--- src/rtl/cta_grid_dispatcher.sv ---
// -----------------------------------------------------------------------------
// cta_grid_dispatcher
//
// Purpose:
//   Initiator side of the CTA grant/done protocol. On a kernel launch it walks
//   the 3-D grid (x fastest, then y, then z) and offers one CTA descriptor per
//   cycle at most to NUM_CORES CGRA cores. Cores are picked round-robin and each
//   core is limited to MAX_CTA outstanding CTAs. Per-core done reports return
//   credit. kernel_done pulses for one cycle once every CTA has been issued and
//   reported done.
//
// Ports:
//   clk, rst                 clock, synchronous active-high reset
//   kernel_start_valid/ready launch handshake (ready only while idle)
//   grid_dim_x/y/z           grid size, sampled on the launch handshake
//   kernel_ctx               descriptor template; cta_id is replaced per grant
//   sm_grant_valid/ready     per-core grant handshake (one-hot valid)
//   sm_grant_ctx             per-core descriptor, stable while valid is high
//   sm_done_valid/ready      per-core done handshake (ready tied high)
//   sm_done_cta_id           id of the finished CTA (informational only)
//   busy                     dispatcher is not idle
//   kernel_done              one-cycle completion pulse
//   err_spurious_done        sticky: a done arrived for a core with no CTA out
// -----------------------------------------------------------------------------

`ifndef DICE_NUM_MAX_CTA_PER_CORE
`define DICE_NUM_MAX_CTA_PER_CORE 4
`endif

package dice_pkg;
   localparam int CTA_DIM_W = 16;

   typedef struct packed {
      logic [CTA_DIM_W-1:0] z;
      logic [CTA_DIM_W-1:0] y;
      logic [CTA_DIM_W-1:0] x;
   } dice_cta_id_t;

   typedef struct packed {
      logic [31:0]  kernel_id;
      logic [31:0]  arg_base;
      dice_cta_id_t cta_id;
   } dice_cta_desc_t;
endpackage

module cta_grid_dispatcher
   import dice_pkg::*;
#(
   parameter int NUM_CORES = 4,
   parameter int MAX_CTA   = `DICE_NUM_MAX_CTA_PER_CORE,
   parameter int DIM_W     = 16
) (
   input  logic                 clk,
   input  logic                 rst,
   input  logic                 kernel_start_valid,
   output logic                 kernel_start_ready,
   input  logic [DIM_W-1:0]     grid_dim_x,
   input  logic [DIM_W-1:0]     grid_dim_y,
   input  logic [DIM_W-1:0]     grid_dim_z,
   input  dice_cta_desc_t       kernel_ctx,
   output logic [NUM_CORES-1:0] sm_grant_valid,
   input  logic [NUM_CORES-1:0] sm_grant_ready,
   output dice_cta_desc_t       sm_grant_ctx [NUM_CORES],
   input  logic [NUM_CORES-1:0] sm_done_valid,
   output logic [NUM_CORES-1:0] sm_done_ready,
   input  dice_cta_id_t         sm_done_cta_id [NUM_CORES],
   output logic                 busy,
   output logic                 kernel_done,
   output logic                 err_spurious_done
);

   localparam int CNT_W = 3 * DIM_W;
   localparam int OUT_W = $clog2(MAX_CTA + 1);
   localparam int RR_W  = (NUM_CORES > 1) ? $clog2(NUM_CORES) : 1;

   localparam logic [CNT_W-1:0] CNT_ONE = CNT_W'(1);
   localparam logic [OUT_W-1:0] OUT_ONE = OUT_W'(1);
   localparam logic [OUT_W-1:0] OUT_MAX = OUT_W'(MAX_CTA);
   localparam logic [DIM_W-1:0] DIM_ONE = DIM_W'(1);
   localparam logic [RR_W-1:0]  RR_ONE  = RR_W'(1);
   localparam logic [RR_W-1:0]  RR_LAST = RR_W'(NUM_CORES - 1);

   typedef enum logic [1:0] {
      ST_IDLE,
      ST_DISPATCH,
      ST_DRAIN,
      ST_DONE
   } state_e;

   state_e                 state_q, state_d;
   logic [DIM_W-1:0]       dim_x_q, dim_x_d, dim_y_q, dim_y_d, dim_z_q, dim_z_d;
   logic [DIM_W-1:0]       cur_x_q, cur_x_d, cur_y_q, cur_y_d, cur_z_q, cur_z_d;
   logic [CNT_W-1:0]       total_q, total_d, issued_q, issued_d, done_q, done_d;
   logic [RR_W-1:0]        rr_q, rr_d;
   logic [OUT_W-1:0]       out_q [NUM_CORES];
   logic [OUT_W-1:0]       out_d [NUM_CORES];
   logic [NUM_CORES-1:0]   valid_q, valid_d;
   dice_cta_desc_t         ctx_q [NUM_CORES];
   dice_cta_desc_t         ctx_d [NUM_CORES];
   dice_cta_desc_t         tmpl_q, tmpl_d;
   logic                   err_q, err_d;
   logic                   ready_q, busy_q, kdone_q;

   logic                   hs_any;
   logic [RR_W-1:0]        hs_core;
   logic                   offer_en;
   logic                   found;
   int                     sel_core;
   dice_cta_desc_t         offer_ctx;
   logic                   unused_done_id;

   // The finished-CTA id is informational; fold it so it is visibly consumed.
   always_comb begin
      unused_done_id = 1'b0;
      for (int i = 0; i < NUM_CORES; i++) begin
         unused_done_id = unused_done_id ^ (^sm_done_cta_id[i]);
      end
   end

   always_comb begin
      // NOTE: every signal driven here gets a default first, so no path can
      // leave one unassigned and infer a latch.
      state_d  = state_q;
      dim_x_d  = dim_x_q;
      dim_y_d  = dim_y_q;
      dim_z_d  = dim_z_q;
      cur_x_d  = cur_x_q;
      cur_y_d  = cur_y_q;
      cur_z_d  = cur_z_q;
      total_d  = total_q;
      issued_d = issued_q;
      done_d   = done_q;
      rr_d     = rr_q;
      tmpl_d   = tmpl_q;
      err_d    = err_q;
      ctx_d    = ctx_q;
      hs_any   = 1'b0;
      hs_core  = '0;
      offer_en = 1'b0;
      found    = 1'b0;
      sel_core = 0;
      // A pending offer stays up until its core takes it.
      valid_d  = valid_q & ~sm_grant_ready;

      // Per-core credit: a grant and a done in the same cycle cancel out.
      // A done with nothing outstanding is flagged and otherwise ignored.
      for (int i = 0; i < NUM_CORES; i++) begin
         out_d[i] = out_q[i];
         if (valid_q[i] && sm_grant_ready[i]) begin
            hs_any   = 1'b1;
            hs_core  = RR_W'(i);
            out_d[i] = out_d[i] + OUT_ONE;
         end
         if (sm_done_valid[i]) begin
            if (out_q[i] != '0) begin
               out_d[i] = out_d[i] - OUT_ONE;
               done_d   = done_d + CNT_ONE;
            end else begin
               err_d = 1'b1;
            end
         end
      end

      if (hs_any) begin
         issued_d = issued_q + CNT_ONE;
         rr_d     = (hs_core == RR_LAST) ? '0 : hs_core + RR_ONE;
         if (cur_x_q == dim_x_q - DIM_ONE) begin
            cur_x_d = '0;
            if (cur_y_q == dim_y_q - DIM_ONE) begin
               cur_y_d = '0;
               cur_z_d = cur_z_q + DIM_ONE;
            end else begin
               cur_y_d = cur_y_q + DIM_ONE;
            end
         end else begin
            cur_x_d = cur_x_q + DIM_ONE;
         end
      end

      case (state_q)
         ST_IDLE: begin
            if (kernel_start_valid && ready_q) begin
               dim_x_d  = grid_dim_x;
               dim_y_d  = grid_dim_y;
               dim_z_d  = grid_dim_z;
               tmpl_d   = kernel_ctx;
               cur_x_d  = '0;
               cur_y_d  = '0;
               cur_z_d  = '0;
               issued_d = '0;
               done_d   = '0;
               total_d  = CNT_W'(grid_dim_x) * CNT_W'(grid_dim_y) * CNT_W'(grid_dim_z);
               if (grid_dim_x == '0 || grid_dim_y == '0 || grid_dim_z == '0) begin
                  state_d = ST_DONE;
               end else begin
                  state_d  = ST_DISPATCH;
                  offer_en = 1'b1;
               end
            end
         end
         ST_DISPATCH: begin
            if (hs_any && issued_d == total_q) begin
               state_d = ST_DRAIN;
            end else if (valid_d == '0) begin
               offer_en = 1'b1;
            end
         end
         ST_DRAIN: begin
            if (done_q == total_q) begin
               state_d = ST_DONE;
            end
         end
         ST_DONE: begin
            state_d = ST_IDLE;
         end
         default: begin
            state_d = ST_IDLE;
         end
      endcase

      // The template comes straight from the port on the launch cycle so the
      // first offer is visible the cycle right after the handshake.
      offer_ctx          = (state_q == ST_IDLE) ? kernel_ctx : tmpl_q;
      offer_ctx.cta_id.x = CTA_DIM_W'(cur_x_d);
      offer_ctx.cta_id.y = CTA_DIM_W'(cur_y_d);
      offer_ctx.cta_id.z = CTA_DIM_W'(cur_z_d);

      // Round-robin search from the updated pointer, judged on next-cycle credit
      // so a freed slot can be offered immediately.
      if (offer_en) begin
         for (int k = 0; k < NUM_CORES; k++) begin
            if (!found && out_d[(int'(rr_d) + k) % NUM_CORES] < OUT_MAX) begin
               found    = 1'b1;
               sel_core = (int'(rr_d) + k) % NUM_CORES;
            end
         end
         if (found) begin
            valid_d[sel_core] = 1'b1;
            ctx_d[sel_core]   = offer_ctx;
         end
      end
   end

   // NOTE: all state updates use non-blocking assignments so every register
   // samples the values from before the edge, independent of statement order.
   always_ff @(posedge clk) begin
      if (rst) begin
         state_q  <= ST_IDLE;
         dim_x_q  <= '0;
         dim_y_q  <= '0;
         dim_z_q  <= '0;
         cur_x_q  <= '0;
         cur_y_q  <= '0;
         cur_z_q  <= '0;
         total_q  <= '0;
         issued_q <= '0;
         done_q   <= '0;
         rr_q     <= '0;
         valid_q  <= '0;
         tmpl_q   <= '0;
         err_q    <= 1'b0;
         ready_q  <= 1'b0;
         busy_q   <= 1'b0;
         kdone_q  <= 1'b0;
         // NOTE: the per-core counter and descriptor arrays are small register
         // banks driving ports, not RAM, so they are reset like any other flop.
         for (int i = 0; i < NUM_CORES; i++) begin
            out_q[i] <= '0;
            ctx_q[i] <= '0;
         end
      end else begin
         state_q  <= state_d;
         dim_x_q  <= dim_x_d;
         dim_y_q  <= dim_y_d;
         dim_z_q  <= dim_z_d;
         cur_x_q  <= cur_x_d;
         cur_y_q  <= cur_y_d;
         cur_z_q  <= cur_z_d;
         total_q  <= total_d;
         issued_q <= issued_d;
         done_q   <= done_d;
         rr_q     <= rr_d;
         valid_q  <= valid_d;
         tmpl_q   <= tmpl_d;
         err_q    <= err_d;
         ready_q  <= (state_d == ST_IDLE);
         busy_q   <= (state_d != ST_IDLE);
         kdone_q  <= (state_d == ST_DONE);
         out_q    <= out_d;
         ctx_q    <= ctx_d;
      end
   end

   assign kernel_start_ready = ready_q;
   assign sm_grant_valid     = valid_q;
   assign sm_grant_ctx       = ctx_q;
   assign sm_done_ready      = '1;
   assign busy               = busy_q;
   assign kernel_done        = kdone_q;
   assign err_spurious_done  = err_q;

endmodule

--- config.mk ---
export PLATFORM = sky130hd
export DESIGN_NAME = cta_grid_dispatcher
export DESIGN_NICKNAME = d
export VERILOG_FILES = /design/src/rtl/cta_grid_dispatcher.sv
export SDC_FILE = /design/constraint.sdc
export NUM_CORES = 2
export LEC_CHECK = 0
export BUFFER_PORTS_ARGS = -buffer_cell sky130_fd_sc_hd__buf_2
export CAP_MARGIN = 0
export CORE_MARGIN = 2
export CORE_UTILIZATION = 41
export CTS_BUF_LIST = sky130_fd_sc_hd__clkbuf_8 sky130_fd_sc_hd__clkbuf_16
export DETAILED_ROUTE_END_ITERATION = 8
export GPL_TIMING_DRIVEN = 1
export PLACE_DENSITY_LB_ADDON = 0.1
export SLEW_MARGIN = 40
export SYNTH_ARGS = -nofsm -noshare
export SYNTH_HDL_FRONTEND = slang
export SYNTH_SLANG_ARGS = --single-unit
--- constraint.sdc ---
create_clock -name clk -period 13.94 [get_ports clk]
set_input_delay 1.394 -clock clk [delete_from_list [all_inputs] [get_ports clk]]
set_output_delay 1.394 -clock clk [all_outputs]
set_load 0.005 [all_outputs]
* Yosys cells after proc, flatten, opt, wreduce, memory -nomap -nowiden
Cells that the tools add are included.
** Word-level totals
- Word-level logic and storage cells :: 231
- Bits in registers :: 808
- Input bits :: 363
** Cells by class
- Equal/unequal tests :: 9
- Muxes and demuxes :: 99
- Reduce and logical (&&, ||, !) cells :: 32
- $lt $le $gt $ge :: 12
- Add/subtract/negate cells :: 22
- Bitwise logic cells :: 11
- Multiply operators :: 2
** Operator list (count)
- $mux W48 :: 13
- $bwmux W448 :: 1
- $add A48 B1 Y48 const B :: 5
- $demux W112 S2 :: 1
- $mux W112 :: 2
- $mux W16 :: 14
- $ge A32 B3 Y1 const B :: 5
- $mux W32 :: 4
- $not A32 Y32 :: 4
- $eq A48 B48 Y1 :: 2
- $mux W3 :: 20
- $add A16 B1 Y16 const B :: 3
- $logic_not A16 Y1 :: 3
- $mul A32 B16 Y48 :: 1
- $eq A16 B16 Y1 :: 2
- $ge A32 B1 Y1 const B :: 1
- $lt A32 B1 Y1 const B :: 1
- $lt A32 B4 Y1 const B :: 1
- $mul A16 B16 Y32 :: 1
- $not A2 Y32 :: 1
- $sub A16 B1 Y16 const B :: 2
- $mux W1 :: 26
- $bmux W3 S2 :: 4
- $mux W2 :: 9
- other kinds (24) :: 61

* Logic depth before layout (Yosys ltp)
- Depth in word-level cells :: 33
- Depth in mapped cells :: 54

* Least setup slack after synthesis
Ideal clock, no wire load.
- Path type :: input -> register
- From :: in grid_dim_x[10]
- To :: reg total_q[46]
- Arrival time :: 13088 ps
- Buffers on the path :: 3
- Path slack :: 735 ps
- Setup time :: 117 ps
- Stages on the path :: 45
- Cell sequence :: clkbuf_1 -> clkbuf_1 -> nand2_1 -> fa_1 -> fa_1 -> fa_1 -> fa_1 -> fa_1 -> fa_1 -> inv_1 -> ha_1 -> nand3_1 -> nand2_1 -> a41oi_1 -> a211o_1 -> o211a_1 -> a211oi_1 -> nand4b_1 -> [9 not listed] -> fa_1 -> fa_1 -> fa_1 -> inv_1 -> fa_1 -> inv_1 -> ha_1 -> a21oi_1 -> o21ai_0 -> a21o_1 -> a21o_1 -> a2111o_1 -> a31oi_1 -> o21ai_0 -> a21o_1 -> a21oi_1 -> xnor2_1 -> a22o_1
** Between the ends
- Longest elaborated chain between the ends :: 2
** RTL lines
- start, declared :: RTL line 57 : input logic [DIM_W-1:0] grid_dim_x,
- $mul A16 B16 Y32 :: RTL line 192 : total_d = CNT_W'(grid_dim_x) * CNT_W'(grid_dim_y) * CNT_W'(grid_dim_z);
- $mul A32 B16 Y48 :: RTL line 192
- end signal, assigned :: RTL line 279 : total_q <= total_d;
- end, declared :: RTL line 93 : logic [CNT_W-1:0] total_q, total_d, issued_q, issued_d, done_q, done_d;
No other way between the ends.
A chain may end at the register's enable or synchronous reset.

* Worst setup path in the final report
- From :: in grid_dim_y[1]
- To :: reg total_q[41]
** Between the ends
- Longest elaborated chain between the ends :: 2
** RTL lines
- start, declared :: RTL line 58 : input logic [DIM_W-1:0] grid_dim_y,
- $mul A16 B16 Y32 :: RTL line 192
- $mul A32 B16 Y48 :: RTL line 192
No other way between the ends.

==> results.tsv <==
metric	value	unit
DP HPWL	151100	um
CTS tree	done	
die area	148800	um2
crit-path max FO	10	
vias in the first global route	48830	
synth warn	0	
die span in y	385.8	um
Startpoint Class	primary input	
Mapped Cells	6966	
area leader, netlist	dfxtp_1	
CP endpoint kind	register	
simple-gate share of the synthesized area	22.19	%
Worst Max-Slew Pin Slew	1036	ps
Antenna Nets Post-Route	0	
Filler Cell Count	14440	
Post-synth EDFFs	0	
clk_lat worst skew	690	ps
Synth Cell Area	59760	um2
top cells by area, synth	dfxtp_1, fa_1, nand2_1, ha_1, inv_1	
DRC	0	
sequential cell area	15210	um2
FF+latch count, synth	760	
initial antenna violation count	9	
Crit Path Class	primary input to register	
clock buffer depth	3	
htree depth	3	
num rows	140	
Total Wirelength	195600	um
DR pass1 iterations	6	
commonest non-fill, non-tap cell in the layout	nand2_1	
post-synthesis cell type count	111	
final hold violation count	0	
GP Congestion	0.8798	
post-route minimum period	13000	ps
clk root buf	clkbuf_16	
asr flop ratio synth	0	%
IO Count	823	
slew margin rel.	28.96	%
register area share after synthesis	25.46	%
XOR/XNOR Fraction of Synth Area	6.788	%
Sink Count	760	
DRT iter0 DRCs	3132	
Post-CTS Hold Fix Bufs	0	
starting density of the core	41.15	%
Worst EP required	14500	ps
Synth Area in Compound Gates	11.21	%
mux share of post-synthesis cell area	1.315	%
fmax	76.91	MHz
# setup viols final	0	
Die W	385.8	um
drt wl/cell	21.05	um
MaxCap Viol Count	0	
total CTS buffers	81	
final setup skew	34.08	ps
Post-Syn Area per Cell	8.579	um2
Post-CTS Setup Inserts	0	
highest-delay cell along the critical path	xnor2_1	
Synth top area share	25.46	%
Multi-input gate area	40340	um2
Post-synth top flop	dfxtp_1	
Util after Layout	46.36	%
largest family of logic cells by synthesized area	adder cells	
via count	49780	
Slew Limit Fails	0	
clk slew on worst S/H paths	60	ps
TNS Setup	0	ps
run status	finished, final reports clean	
adder-cell share of the synthesized area	25.65	%
most frequent cells in the layout	nand2_1, dfxtp_1, inv_1, fa_1, buf_2	
core area	145200	um2
worst min path class	register to register	
PostCTS Resize Cnt	0	
GRT overflow	0	
first-pass GRT wire length	298200	um
unrepaired setup endpoints after global routing	false	
routed vias/inst	5.358	
CP peak stage delay	670	ps
largest net degree at the start of global routing	244	
total track usage	25.82	%
area grow syn2layout	12.65	%
period utilization	93.27	%
# nets final	8525	
layout cells sized above 1	12.66	%
crit-path most repeated cell	fa_1	
Critical Path AT	13560	ps
PortBufs	578	
[cell type report]
class / instances / share of cell area (%)
Clock buffer: 94 / 3.293
Inverter: 717 / 3.998
Antenna cell: 9 / 0.03345
Multi-Input combinational cell: 5060 / 59.92
Clock inverter: 49 / 0.8754
Tap cell: 1917 / 3.563
Timing Repair Buffer: 684 / 5.719
Sequential cell: 760 / 22.60
[per-layer routing]
metal	GRT usage, %	wire length, um	vias up
li1	-	-	23650
met5	0	13	-
met4	7.515	5694	2
met2	42.58	92560	1216
met3	3.568	10320	261
met1	35.16	87010	24650
[Yosys cell counts, drive strengths merged (232+ instances only)]
cell type    n
inv        717
a21oi      232
xnor2      300
nand2      936
dfxtp      760
fa         612
a211oi     276
nor2       520
clkbuf     371
and2       301
ha         246
o21ai      265
[stage by stage]
step                hold WS [ps]  std cells  setup slack, ps  area [um2]
floorplan                  435.7       6969            735.1       59770
global placement           440.5       9132            225.2       64250
detailed placement         445.6       9135            295.8       64390
CTS                        454.1       9278            962.0       67190
global route               471.3       9285            208.4       67310
finish                     452.2       9290            937.8       67320
[path summary, 6_finish.rpt]
path | from | endpoint | slack, ps | cells after the start
setup / recovery | grid_dim_y[1] | total_q[41]$_SDFFE_PP0P_ | 940 | 47
hold / removal | tmpl_q[54]$_SDFFE_PP0P_ | tmpl_q[54]$_SDFFE_PP0P_ | 450 | 2
setup reg to reg | out_q[9]$_SDFF_PP0_ | done_q[40]$_SDFF_PP0_ | 6780 | 20
hold reg to reg | tmpl_q[54]$_SDFFE_PP0P_ | tmpl_q[54]$_SDFFE_PP0P_ | 450 | 2
[worst max-delay path: cells and delay by family]
kind                       cells  cell delay (ps)
AOI/OAI and AO/OA             15             3330
xor gates and xnor gates       2              850
adders and majority gates     14             6120
buffers and inverters          9             1030
and+or+nand+nor                7              820
[cell families after synthesis]
group           count (synthesis)
flops                         760
mux                            78
buf+inv                      1149
simple gates                 2636
xor+xnor                      451
compound gates               1033
fa+ha+maj                     858
other cells                     1
[registers in the layout (all words and copies together) (netlist names)]
signal and flops:
rr_q 2, tmpl_q 64, dim_y_q 16, done_q 48, out_q 12, kernel_start_ready 1
cur_z_q 16, issued_q 48, cur_y_q 16, sm_grant_ctx 448, kernel_done 1, total_q 48
busy 1, dim_x_q 16, err_spurious_done 1, state_q 2, sm_grant_valid 4, cur_x_q 16
Power is not shown: default switching activity piles up to over one toggle a cycle in this logic, so the estimate is an artifact.
